$ cat config.mk
export PLATFORM = sky130hd
export DESIGN_NAME = alu_sequencer
export DESIGN_NICKNAME = d
export VERILOG_FILES = /design/src/rtl/alu_seq_pkg.sv /design/src/rtl/alu_seq_cnt.sv /design/src/rtl/alu_sequencer.sv
export SDC_FILE = /design/constraint.sdc
export NUM_CORES = 1
export LEC_CHECK = 0
export CORE_ASPECT_RATIO = 1.1
export CORE_MARGIN = 2
export CORE_UTILIZATION = 40
export DETAILED_ROUTE_END_ITERATION = 10
export PLACE_DENSITY = 0.79
export SLEW_MARGIN = 20
export SYNTH_ARGS = -nofsm -noshare
export SYNTH_HDL_FRONTEND = slang
export SYNTH_SLANG_ARGS = --single-unit
export TNS_END_PERCENT = 50
$ cat constraint.sdc
create_clock -name clk -period 6.3 [get_ports clk]
set_clock_uncertainty 0.2 [all_clocks]
set_input_delay 0.945 -clock clk [delete_from_list [all_inputs] [get_ports clk]]
set_output_delay 0.945 -clock clk [all_outputs]
set_load 0.02 [all_outputs]
$ cat src/rtl/alu_seq_pkg.sv
// Shared opcode bit indices and sequencer state type for the ALU sequencer,
// the ALU datapath and the control unit.
`timescale 1ns/1ps
package alu_seq_pkg;

    localparam int OP_W = 16;

    localparam int OP_ADD = 0;
    localparam int OP_SUB = 1;
    localparam int OP_NEG = 2;
    localparam int OP_MUL = 3;
    localparam int OP_DIV = 4;
    localparam int OP_AND = 5;
    localparam int OP_OR  = 6;
    localparam int OP_ROR = 7;
    localparam int OP_ROL = 8;
    localparam int OP_SLL = 9;
    localparam int OP_SRA = 10;
    localparam int OP_SRL = 11;
    localparam int OP_NOT = 12;
    localparam int OP_INC = 13;

    typedef enum logic [1:0] {
        ST_IDLE = 2'd0,
        ST_EXEC = 2'd1,
        ST_RESP = 2'd2
    } seq_state_t;

    // Bits 14/15 are unassigned, so they make an opcode illegal even when one-hot.
    function automatic logic op_is_legal(input logic [OP_W-1:0] op);
        return $onehot(op) && !op[15] && !op[14];
    endfunction

endpackage

$ cat src/rtl/alu_seq_cnt.sv
// Loadable 8-bit down-counter with zero flag; holds at zero rather than wrapping.
`timescale 1ns/1ps
module alu_seq_cnt (
    input  logic       clk,
    input  logic       clear,
    input  logic       load,
    input  logic [7:0] load_val,
    input  logic       dec,
    output logic       zero
);

    logic [7:0] cnt;

    always_ff @(posedge clk or posedge clear) begin
        if (clear) begin
            cnt <= 8'd0;
        end else if (load) begin
            cnt <= load_val;
        end else if (dec && (cnt != 8'd0)) begin
            cnt <= cnt - 8'd1;
        end
    end

    assign zero = (cnt == 8'd0);

endmodule

$ cat src/rtl/alu_sequencer.sv
// Multi-cycle ALU opcode sequencer with valid/ready request and response sides.
// Optional illegal-opcode rejection when ALU_SEQ_ONEHOT_CHECK_EN is defined.
//
//   state   | meaning
//   IDLE    | ready for a request, ALU opcode idle
//   EXEC    | opcode driven to the ALU while the cycle counter runs down
//   RESP    | HI/LO result held until the consumer accepts
`timescale 1ns/1ps
module alu_sequencer
    import alu_seq_pkg::*;
#(
    parameter int DIV_CYCLES = 34,
    parameter int MUL_CYCLES = 1
) (
    input  logic            clk,
    input  logic            clear,
    input  logic            req_valid,
    output logic            req_ready,
    input  logic [OP_W-1:0] req_op,
    input  logic [31:0]     req_x,
    input  logic [31:0]     req_y,
    output logic [31:0]     alu_x,
    output logic [31:0]     alu_y,
    output logic [OP_W-1:0] alu_op,
    input  logic [63:0]     alu_z,
    output logic            rsp_valid,
    input  logic            rsp_ready,
    output logic [31:0]     rsp_hi,
    output logic [31:0]     rsp_lo,
    output logic            rsp_err
);

    seq_state_t      state, next_state;
    logic [OP_W-1:0] op_q;
    logic            accept;
    logic            capture;
    logic            req_bad;
    logic            cnt_zero;
    logic [7:0]      load_val;

`ifdef ALU_SEQ_ONEHOT_CHECK_EN
    assign req_bad = !op_is_legal(req_op);
`else
    assign req_bad = 1'b0;
`endif

    // DIV wins over MUL when both bits are set so the divider never gets a short enable.
    always_comb begin
        load_val = 8'd0;
        if (req_op[OP_DIV]) begin
            load_val = 8'(DIV_CYCLES - 1);
        end else if (req_op[OP_MUL]) begin
            load_val = 8'(MUL_CYCLES - 1);
        end
    end

    alu_seq_cnt u_cnt (
        .clk      (clk),
        .clear    (clear),
        .load     (accept),
        .load_val (load_val),
        .dec      (state == ST_EXEC),
        .zero     (cnt_zero)
    );

    always_ff @(posedge clk or posedge clear) begin
        if (clear) begin
            state <= ST_IDLE;
        end else begin
            state <= next_state;
        end
    end

    always_comb begin
        next_state = state;
        req_ready  = 1'b0;
        alu_op     = '0;
        rsp_valid  = 1'b0;
        accept     = 1'b0;
        capture    = 1'b0;
        case (state)
            ST_IDLE: begin
                req_ready = 1'b1;
                if (req_valid) begin
                    accept     = 1'b1;
                    next_state = req_bad ? ST_RESP : ST_EXEC;
                end
            end
            ST_EXEC: begin
                alu_op = op_q;
                if (cnt_zero) begin
                    capture    = 1'b1;
                    next_state = ST_RESP;
                end
            end
            ST_RESP: begin
                rsp_valid = 1'b1;
                if (rsp_ready) begin
                    next_state = ST_IDLE;
                end
            end
            default: next_state = ST_IDLE;
        endcase
    end

    always_ff @(posedge clk or posedge clear) begin
        if (clear) begin
            op_q  <= '0;
            alu_x <= 32'd0;
            alu_y <= 32'd0;
        end else if (accept) begin
            op_q  <= req_op;
            alu_x <= req_x;
            alu_y <= req_y;
        end
    end

    always_ff @(posedge clk or posedge clear) begin
        if (clear) begin
            rsp_hi <= 32'd0;
            rsp_lo <= 32'd0;
        end else if (accept && req_bad) begin
            rsp_hi <= 32'd0;
            rsp_lo <= 32'd0;
        end else if (capture) begin
            rsp_hi <= alu_z[63:32];
            rsp_lo <= alu_z[31:0];
        end
    end

`ifdef ALU_SEQ_ONEHOT_CHECK_EN
    logic err_q;

    always_ff @(posedge clk or posedge clear) begin
        if (clear) begin
            err_q <= 1'b0;
        end else if (accept) begin
            err_q <= req_bad;
        end
    end

    assign rsp_err = err_q;
`else
    assign rsp_err = 1'b0;
`endif

endmodule

==> results of run 1 <==
[layout make-up]
| class | instances | area share (%) |
|---|---|---|
| tap | 196 | 2.49 |
| inverter | 5 | 0.242 |
| multi-input combinational | 362 | 22.3 |
| sequential | 154 | 39.2 |
| timing repair buffer | 297 | 30.3 |
| clock inverter | 8 | 0.751 |
| clock buffer | 21 | 4.68 |
[per-layer routing]
layer / GRT usage [%] / up-vias / share of wire, %
li1: - / 2312 / -
met1: 23.3 / 2279 / 39
met2: 33.1 / 216 / 48
met3: 8.32 / 17 / 11
met4: 6.13 / 0 / 1.4
met5: 0 / - / 0
[through the flow]
step / area [µm²] / instances / hold WS (ns) / utilization [%] / power [mW]
after floorplan: 6210 / 551 / 0.237 / - / 3.14
after global placement: 9270 / 1013 / 0.249 / 61.3 / 4.30
after detailed placement: 9270 / 1013 / 0.256 / 61.3 / 4.36
after CTS: 9800 / 1042 / 0.271 / 64.8 / 5.33
after global routing: 9830 / 1043 / 0.284 / 65.0 / 5.59
final: 9830 / 1043 / 0.269 / 65.0 / 5.27
[Yosys cell counts, drive strengths merged (2+ instances only)]
| cell type | n | area [µm²] |
|---|---|---|
| buf | 10 | 90.1 |
| o21ai | 3 | 18.8 |
| xor2 | 2 | 17.5 |
| and2 | 17 | 106 |
| ha | 2 | 25.0 |
| nand2b | 2 | 12.5 |
| o211ai | 5 | 37.5 |
| inv | 5 | 18.8 |
| dfrtp | 154 | 3850 |
| clkbuf | 20 | 75.1 |
| mux2 | 64 | 905 |
| nand2 | 244 | 916 |
| or4 | 2 | 15.0 |
| nand3 | 4 | 20.0 |
| nor2 | 5 | 18.8 |
| nor3 | 2 | 10.0 |
[worst max-delay path, delay by kind of cell, from the launching register on]
kind	cells	cell delay (ns)
simple gates	2	0.77
flops	1	0.41
buf+inv	1	0.63
[registers in the layout (all words and copies together) (netlist names)]
name / cells
rsp_hi: 32
alu_y: 32
alu_x: 32
u_cnt.cnt: 8
state: 2
rsp_lo: 32
op_q: 16
[power by group through the flow]
stage / sequential (mW) / clock, mW / combinational (mW)
2_1_floorplan: 2.22 / 0 / 0.912
3_3_place_gp: 1.73 / 0 / 2.57
3_5_place_dp: 1.75 / 0 / 2.61
4_1_cts: 1.75 / 0.964 / 2.62
5_1_grt: 1.80 / 1.01 / 2.78
6_report: 1.74 / 0.938 / 2.59
[kinds of logic after synthesis]
family	share of synthesized area (%)
buffers and inverters	2.96
muxes	14.7
DFF	62.0
other	0.0603
AOI/OAI and AO/OA	1.03
and+or+nand+nor	18.4
xor gates and xnor gates	0.423
adders and majority gates	0.403
[worst paths after layout]
path | end | cells past startpoint | slack [ns]
max | alu_op[15] | 3 | 2.93
min | op_q[15] | 2 | 0.27
max reg2reg | rsp_lo[20] | 6 | 3.42
min reg2reg | op_q[15] | 2 | 0.27
max in group asynchronous | rsp_hi[15] | 4 | 3.88
min in group asynchronous | rsp_hi[31] | 2 | 0.68
==> metrics list, run 1 <==
* DRT Wirelength: 16.5 mm
- Clk network pwr share: between 10% and 20%
- The signal on the critical path passes through nor2b_2 > and2_1 > clkdlybuf4s50_1.
- Relative area change from synthesis to final layout: 58.2%
- Post-route clock period utilization: 53.5%
* Number of core rows: 47
- Of all nets on the critical path, the largest fanout is 19.
- After filler insertion, the fill cell instance count of the layout stands at between 1000 and 1500.
- Effective utilization at floorplan: around two fifths
- Post-cts sizing count: 0
* CP Capture Type: primary output
* Post-CTS Setup Repair Bufs: 0
* VDD IR max: 0.258 mV
- Area used by multi-input combinational logic: 2190 µm²
- Sequential share of power: 33.1%
* Antenna-violating nets left: 0
- The worst hold path belongs to the class reg2reg.
- Entering global routing, the biggest net connects around 110 pins.
- The largest individual stage delay along the critical path comes from the cell sky130_fd_sc_hd__clkdlybuf4s50_1.
- Setup repair after global routing left no endpoint under its margin.
* Internal power: between 3 and 4 mW
- Among all flip-flop cells after synthesis, the most frequent one is sky130_fd_sc_hd__dfrtp_1.
- Highest-count cells in the layout ignoring fill and taps: sky130_fd_sc_hd__clkdlybuf4s50_1, sky130_fd_sc_hd__nand2_1, sky130_fd_sc_hd__dfrtp_1, sky130_fd_sc_hd__mux2_4, sky130_fd_sc_hd__clkbuf_16
* Number of global-route vias before repair: around 4900
- Net count after synthesis: between 700 and 800
* Combinational share of power: about half
- Dividing total power by cell area gives a power density of roughly 540 nW/µm².
- Counting the buffers created by CTS gives 17.
- Leaving out fill and tap cells, the most frequent cell in the layout is sky130_fd_sc_hd__clkdlybuf4s50_1.
- Number of enable flip-flop cells after synthesis: 0
- CP startpoint kind: register
- The net count of the finished layout is between 900 and 1000.
- Clock latency on the worst-skew pair: 0.41 ns
* Wire length of the first global-routing pass: 25.4 mm
- At the pin with the least slew margin, the transition time is between 1 and 1.5 ns.
* Share of synthesized area occupied by flip-flops and latches: between 60% and 70%
* Worst setup path category: reg2out
- Maximum level of the CTS H-tree: 4
- Dpl hpwl: roughly 12 mm
- The worst path meets setup with ~2.9 ns of slack.
- Worst path required time: between 5 and 6 ns
- The tree built by TritonCTS fans out to between 150 and 200 sinks.
- Final setup violation count: 0
- Syn avg cell area: between 10 and 15 µm²
- Critical path launch point: state[1]
* Ratio of cells with drive above 1 in the final layout: approximately an eighth
- Maximum cell stage delay along the critical path: about 0.63 ns
- Timing would allow up to around 300 MHz.
- Summed over all cells, the static leakage comes to 4.67 nW.
- The pre-antenna-repair detailed-routing pass consisted of 6 iterations.
- Worst slack at placement: around 3.0 ns
* Area of the core: 15100 µm²
- Die extent in y: 135 µm
- Counting distinct cell types in the post-synthesis netlist gives 30.
* Routed via count: 4824
* DRC Markers: 0
* Sw Pwr: approximately 1.9 mW
- CTS tree: yes
* Worst hold path startpoint: op_q[15]
- Antenna violations before repair: 0
- Area of all sequential standard cells: ~3900 µm²
* Combined area of all synthesized cells: slightly above 6000 µm²
- Die X-Extent: about 120 µm
- Counting flops with an async set or reset pin after synthesis yields a share of between 90% and 100%.
- The root buffer cell chosen for the clock tree is sky130_fd_sc_hd__clkbuf_16.
- Routability-driven placement finished with a final weighted congestion of 0.763.
- The number of hold violations in the final report is 0.
* Sw Ratio: 36.2%
- In the final routed layout, each cell accounts on average for 15.8 µm.
- For this block, the initial DRC count from the detailed router was roughly 190.
* Fin crit period: 3.37 ns
* Number of top-level design ports: around 300
- The repair_antennas step left the layout with diodes totalling 0.
- Global router's overall resource usage: around 20%
* Area of the die: between 15000 and 20000 µm²
* Total Neg Setup Slack: 0 ns
- Cell count after synthesis: approximately 550
- Arrival time at the worst endpoint: 2.22 ns
* Count of yosys warnings during synthesis: 0
* Worst r2r src: u_cnt.cnt[0]
* Headroom to the max-slew limit: about 25%
- Clock transition at path regs: 0.06 ns
- Input and output buffers added on the ports amount to a little under 300.
- CTS max path bufs: 2
- Run status: finished clean
- The tool flagged a number of max-cap violations equal to 0.
- Max-slew violations: 0
* Hold-fix buffers at CTS: 0
* #FFs+latches synth: about 150
* Via density per instance: between 4 and 5
* Global-route congestion overflow total: 0
(Power assumes the default switching activity.)
==> inputs of run 2 (changes only) <==
Clock period 6.3 ns to 3.3 ns, I/O delays scaled along.
==> metrics list, run 2 (synthesis gave the netlist of run 1 again) <==
- Run status: finished clean
* Slowest library cell on the worst path: sky130_fd_sc_hd__clkdlybuf4s50_1
* CP startpoint kind: register
* Pin count of the biggest net entering global routing: between 100 and 150
- Dividing the detail-routed wire length by the instance count gives 16.0 µm.
* CP Capture Type: primary output
- Area of the die: ~17000 µm²
- The via count of the first global-routing pass is between 5000 and 6000.
* Antenna violations before repair: 0
* DRT Wirelength: approximately 17 mm
- The largest single stage delay on the critical path is about 0.62 ns.
- Total stage count of the critical path: 4
- The finished layout holds 1050 standard cells, fillers aside.
* CTS tree: yes
* Worst path required time: ~2.6 ns
- Clock latency on the worst-skew pair: between 0.4 and 0.5 ns
* Worst Reg-to-Reg Cells: 7
- Setup violations remaining at the end of the flow were counted as 0.
- The floorplan has 47 rows.
- The H-tree was split into 4 levels.
- Setup repair after global routing left no endpoint under its margin.
* Highest-count cells in the layout ignoring fill and taps: sky130_fd_sc_hd__clkdlybuf4s50_1, sky130_fd_sc_hd__nand2_1, sky130_fd_sc_hd__dfrtp_1, sky130_fd_sc_hd__mux2_4, sky130_fd_sc_hd__clkbuf_16
- The max-slew violation count came to 0.
- Once the floorplan was initialized, standard cells occupied slightly above 40% of the core.
* Worst slack at placement: 0.892 ns
* Critical path, cell by cell: nor2b_1 > buf_4 > and2_1 > clkdlybuf4s50_1
- Dividing the final minimum period by the clock period gives between 80% and 90%.
- DRC Markers: 0
- Most common library cell in the layout ignoring fill and taps: sky130_fd_sc_hd__clkdlybuf4s50_1
- Global router's overall resource usage: a little over a fifth
* Global placer's final weighted congestion: ~0.74
- Ratio of cells with drive above 1 in the final layout: roughly 13%
- In this run the clock root is driven by a sky130_fd_sc_hd__clkbuf_16.
- Measured against its own limit, the worst slew margin works out to 51.0%.
- Number of top-level design ports: 295
- After routing, the total negative slack on setup checks comes to 0 ns.
* Number of port buffers: 293
* VDD IR max: about 0.56 mV
- CP delay by family, top: buffers and inverters
* Routed via count: a little under 5000
* Cell count after placement: around 1000
- Static power due to leakage: ~4.7 nW
- Post-cts sizing count: 0
- The number of buffers and inverters on the critical path is 2.
- Maximum net fanout on the critical path: 15
- The first detailed-routing pass ran for 4 iterations.
- The critical path in this run is classified as reg2out.
- Die extent in y: approximately 130 µm
* Arrival time at the worst endpoint: 1.98 ns
- CTS max path bufs: 2
* Post-CTS Setup Repair Bufs: 0
- Clock sink total: between 150 and 200
- The first global-routing pass estimated approximately 27 mm of wire.
- Timing-limited maximum frequency: between 300 and 400 MHz
* Pin slew with the least headroom to its limit: 0.732 ns
- Fin crit period: 2.67 ns
* Die X-Extent: 123 µm
* Number of design-rule violations left by the first detailed-router iteration: 231
* Number of buffers created by CTS: 17
* Max-cap check violation count: 0
- The number of hold buffers added after CTS was 0.
- Post-layout net count: 992
* Dpl hpwl: 11.8 mm
- Once routing completed, OpenROAD measured the worst setup slack at approximately 0.63 ns.
- Global-route congestion overflow total: 0
- Hold path cells: 2
- P per Cell Area: about 1000 nW/µm²
- Relative to the synthesized area, the layout overhead comes to 60.2%.
* Area of the core: 15100 µm²
* Antenna-violating nets left: 0
- In this run the worst hold path is classified as reg2reg.
* Via density per instance: ~4.7
- The repair_antennas step left the layout with diodes totalling 0.
- After clock tree synthesis, the clock-pin slew on the worst setup and hold paths is roughly 0.060 ns.
* Count of final hold-check violations: 0
run 2: cell types whose count changed in the layout (fill, tap and decap cells not counted), sizes merged:
cell,before,now
clkinv,5,3
buf,4,9
clkinvlp,2,5
bufinv,1,4
clkbuf,21,19
run 2: worst paths after layout:
| path | from | end | slack, ns |
|---|---|---|---|
| setup / recovery | state[1] | alu_op[11] | 0.63 |
| hold / removal | op_q[1] | op_q[1] | 0.26 |
| hold reg to reg | op_q[1] | op_q[1] | 0.26 |
| min in group asynchronous | clear | rsp_hi[24] | 0.35 |
| setup reg to reg | u_cnt.cnt[0] | rsp_lo[15] | 0.88 |
| max in group asynchronous | clear | rsp_lo[22] | 1.91 |
run 2: power breakdown:
| part | switching [mW] | leakage [nW] | internal (mW) |
|---|---|---|---|
| logic | 2.42 | 2.57 | 2.57 |
| registers | 0.537 | 1.87 | 2.81 |
| clock network | 0.764 | 0.285 | 1.26 |
run 2: routing by layer:
metal	share of wire (%)	wire (µm)	up-vias	track usage, %
li1	-	-	2326	-
met1	39	6520	2331	23.9
met2	48	8030	218	34.4
met3	11	1820	31	8.70
met4	2.4	394	0	8.49
met5	0	0	-	0
run 2: final cells by class:
cell class                      count  area, µm²
Multi-Input combinational cell    362       2190
Timing Repair Buffer              302       3040
Clock buffer                       19        433
Fill cell                        1177       5160
Clock inverter                     12        174
Tap cell                          196        245
Sequential cell                   154       3850
Inverter                            5       22.5
run 2: worst register-to-register path, stage by stage, from the launching register on:
cell,delay [ns]
sky130_fd_sc_hd__dfrtp_1,0.40
sky130_fd_sc_hd__inv_1,0.11
sky130_fd_sc_hd__ha_1,0.14
sky130_fd_sc_hd__or3b_2,0.50
sky130_fd_sc_hd__nor2_1,0.19
sky130_fd_sc_hd__nand2_4,0.16
sky130_fd_sc_hd__buf_12,0.23
sky130_fd_sc_hd__mux2_4,0.37
run 2: through the flow:
step,utilization (%),hold slack [ns],power [mW],instance area [µm²]
floorplan,-,0.237,5.99,6220
global placement,61.9,0.251,8.26,9350
detailed placement,61.9,0.254,8.39,9350
CTS,65.9,0.269,10.5,9950
global route,65.9,0.285,11.0,9950
finish,65.9,0.264,10.4,9950
==> inputs of run 3 (changes only) <==
Clock period 3.3 ns to 2.7 ns, I/O delays scaled along.
==> metrics list, run 3 (synthesis gave the netlist of run 1 again) <==
- The run finished with clean final reports.
- Post-layout net count: 993
* CP Capture Type: primary output
- CTS tree: yes
- Clock transition at path regs: 0.06 ns
* Critical path launch point: state[1]
* Wire length of the first global-routing pass: approximately 26 mm
- Number of buffers created by CTS: 17
* Clk network pwr share: 19.0%
* Count of final hold-check violations: 0
- Pin placement for this block handled approximately 300 I/O pins.
- The tree built by TritonCTS fans out to roughly 150 sinks.
- Sequential share of power: approximately a third
- VDD sags by at most slightly below 0.6 mV.
- In this run, the number of DRC markers left after iteration 0 of detailed routing was 208.
- Number of core rows: 47
- In the final timing run, aggregate negative setup slack is 0 ns.
- Input and output buffers added on the ports amount to just under 300.
- In this run the static leakage power is 4.75 nW.
* Ratio of cells with drive above 1 in the final layout: 12.8%
- Setup violations remaining at the end of the flow were counted as 0.
- Counting along the longest clock path gives a buffer depth of 2.
- Worst setup path category: reg2out
- Combinational share of power: between 40% and 50%
- Once the clock tree was built, the setup fixing pass inserted 0 buffers.
- The number of gates resized after CTS was 0.
- At the end of routability-driven placement, the weighted congestion stood at 0.749.
* Max-slew violations: 0
* Maximum net fanout on the critical path: 15
* Maximum level of the CTS H-tree: 4
- The via count of the first global-routing pass came to a little under 5000.
- Slowest library cell on the worst path: sky130_fd_sc_hd__clkdlybuf4s50_1
- Clock latency on the worst-skew pair: 0.41 ns
* Sw Pwr: between 4 and 5 mW
- The tree is rooted in a sky130_fd_sc_hd__clkbuf_16.
- Dpl hpwl: between 10 and 15 mm
- Routed via count: between 4000 and 5000
- CP delay by family, top: buffers and inverters
- DRT Wirelength: around 16 mm
- In this run the remaining antenna-violating nets after routing total 0.
- Timing-limited maximum frequency: 389 MHz
* Crit path buffers/inverters: 2
- Sw Ratio: between 30% and 40%
* Highest-count cells in the layout ignoring fill and taps: sky130_fd_sc_hd__clkdlybuf4s50_1, sky130_fd_sc_hd__nand2_1, sky130_fd_sc_hd__dfrtp_1, sky130_fd_sc_hd__mux2_4, sky130_fd_sc_hd__clkbuf_16
* Pin count of the biggest net entering global routing: slightly below 80
- STA classifies the critical path startpoint as a register.
- Effective utilization at floorplan: about two fifths
- Max-cap violations in this run came to 0.
* Most common library cell in the layout ignoring fill and taps: sky130_fd_sc_hd__clkdlybuf4s50_1
* Number of diodes added for antenna fixing: 0
- P per Cell Area: approximately 1300 nW/µm²
* Worst path required time: about 2.1 ns
* Die extent in y: between 100 and 150 µm
- For this run, design rule violations remaining after detail routing come to 0.
* Critical path, cell by cell: nor2b_1 > buf_4 > and2_1 > clkdlybuf4s50_1
- Antenna violations before repair: 0
- Final worst hold slack: between 0.07 and 0.08 ns
- Setup repair after global routing missed its margin: false
- The die covers roughly 17000 µm².
- The first TritonRoute pass finished after 6 iterations.
* Post-route clock period utilization: between 90 and 100%
- Internal power: 8.07 mW
- Using the TritonRoute via totals, the vias-per-cell ratio works out to 4.60.
- In the final routed layout, each cell accounts on average for roughly 16 µm.
- The number of hold buffers added after CTS was 0.
* Area of the core: ~15000 µm²
- Global-route congestion overflow total: 0
* Worst min-delay path category: in2async
- Across every metal layer, demand over resource in global routing totals between 20% and 30%.
- Die X-Extent: around 120 µm
- The area growth from synthesis to layout is 60.6%.
* Fin crit period: ~2.6 ns
- At the worst endpoint, the arrival time is ~2 ns.
- Worst r2r src: u_cnt.cnt[0]
- For this run, the slowest stage of the critical path takes between 0.6 and 0.7 ns.
## run 3: cell types whose count changed in the layout (fill, tap and decap cells not counted)
| cell | change |
|---|---|
| sky130_fd_sc_hd__clkinv_2 | +1 |
| sky130_fd_sc_hd__clkbuf_8 | +1 |
| sky130_fd_sc_hd__bufinv_16 | -1 |
| sky130_fd_sc_hd__clkbuf_1 | -1 |
| sky130_fd_sc_hd__buf_4 | -2 |
| sky130_fd_sc_hd__clkinvlp_4 | -4 |
| sky130_fd_sc_hd__clkinv_4 | +2 |
| sky130_fd_sc_hd__buf_12 | +3 |
| sky130_fd_sc_hd__inv_6 | +1 |
## run 3: power groups by stage
stage	clock (mW)	sequential (mW)	combinational, mW
floorplan	0	5.19	2.13
global placement	0	4.06	6.04
detailed placement	0	4.10	6.16
CTS	2.45	4.08	6.19
global route	2.56	4.22	6.54
finish	2.39	4.07	6.11
## run 3: per-stage QoR
stage	utilization, %	power, mW	instances	setup slack (ns)	cell area (µm²)
after floorplan	-	7.32	551	0.150	6220
after global placement	62.1	10.1	1020	0.352	9390
after detailed placement	62.1	10.3	1020	0.324	9390
after CTS	66.0	12.7	1050	0.0994	9980
after global routing	66.0	13.3	1050	0.0151	9980
final	66.0	12.6	1050	0.131	9980
## run 3: final cells by class
class,count,area [µm²]
clock inverter,11,145
sequential,154,3850
inverter,5,22.5
timing repair buffer,303,3080
multi-input combinational,362,2190
tap,196,245
clock buffer,19,443
fill,1155,5130
## run 3: final timing paths
check                                  end  slack [ns]  cells past startpoint
worst min register to register     op_q[1]        0.26                      2
min in group clk                   op_q[1]        0.26                      2
worst min-delay path             rsp_lo[1]        0.07                      2
max in group asynchronous       rsp_hi[29]        1.61                      3
worst max-delay path            alu_op[11]        0.13                      4
worst max register to register  rsp_hi[22]        0.32                      7
## run 3: routing by layer
layer	global-route usage (%)	up-vias	share of wire [%]
met5	0	-	0
met4	6.77	0	1.8
met3	8.23	22	11
met2	32.5	219	47
met1	24.0	2262	40
li1	-	2325	-
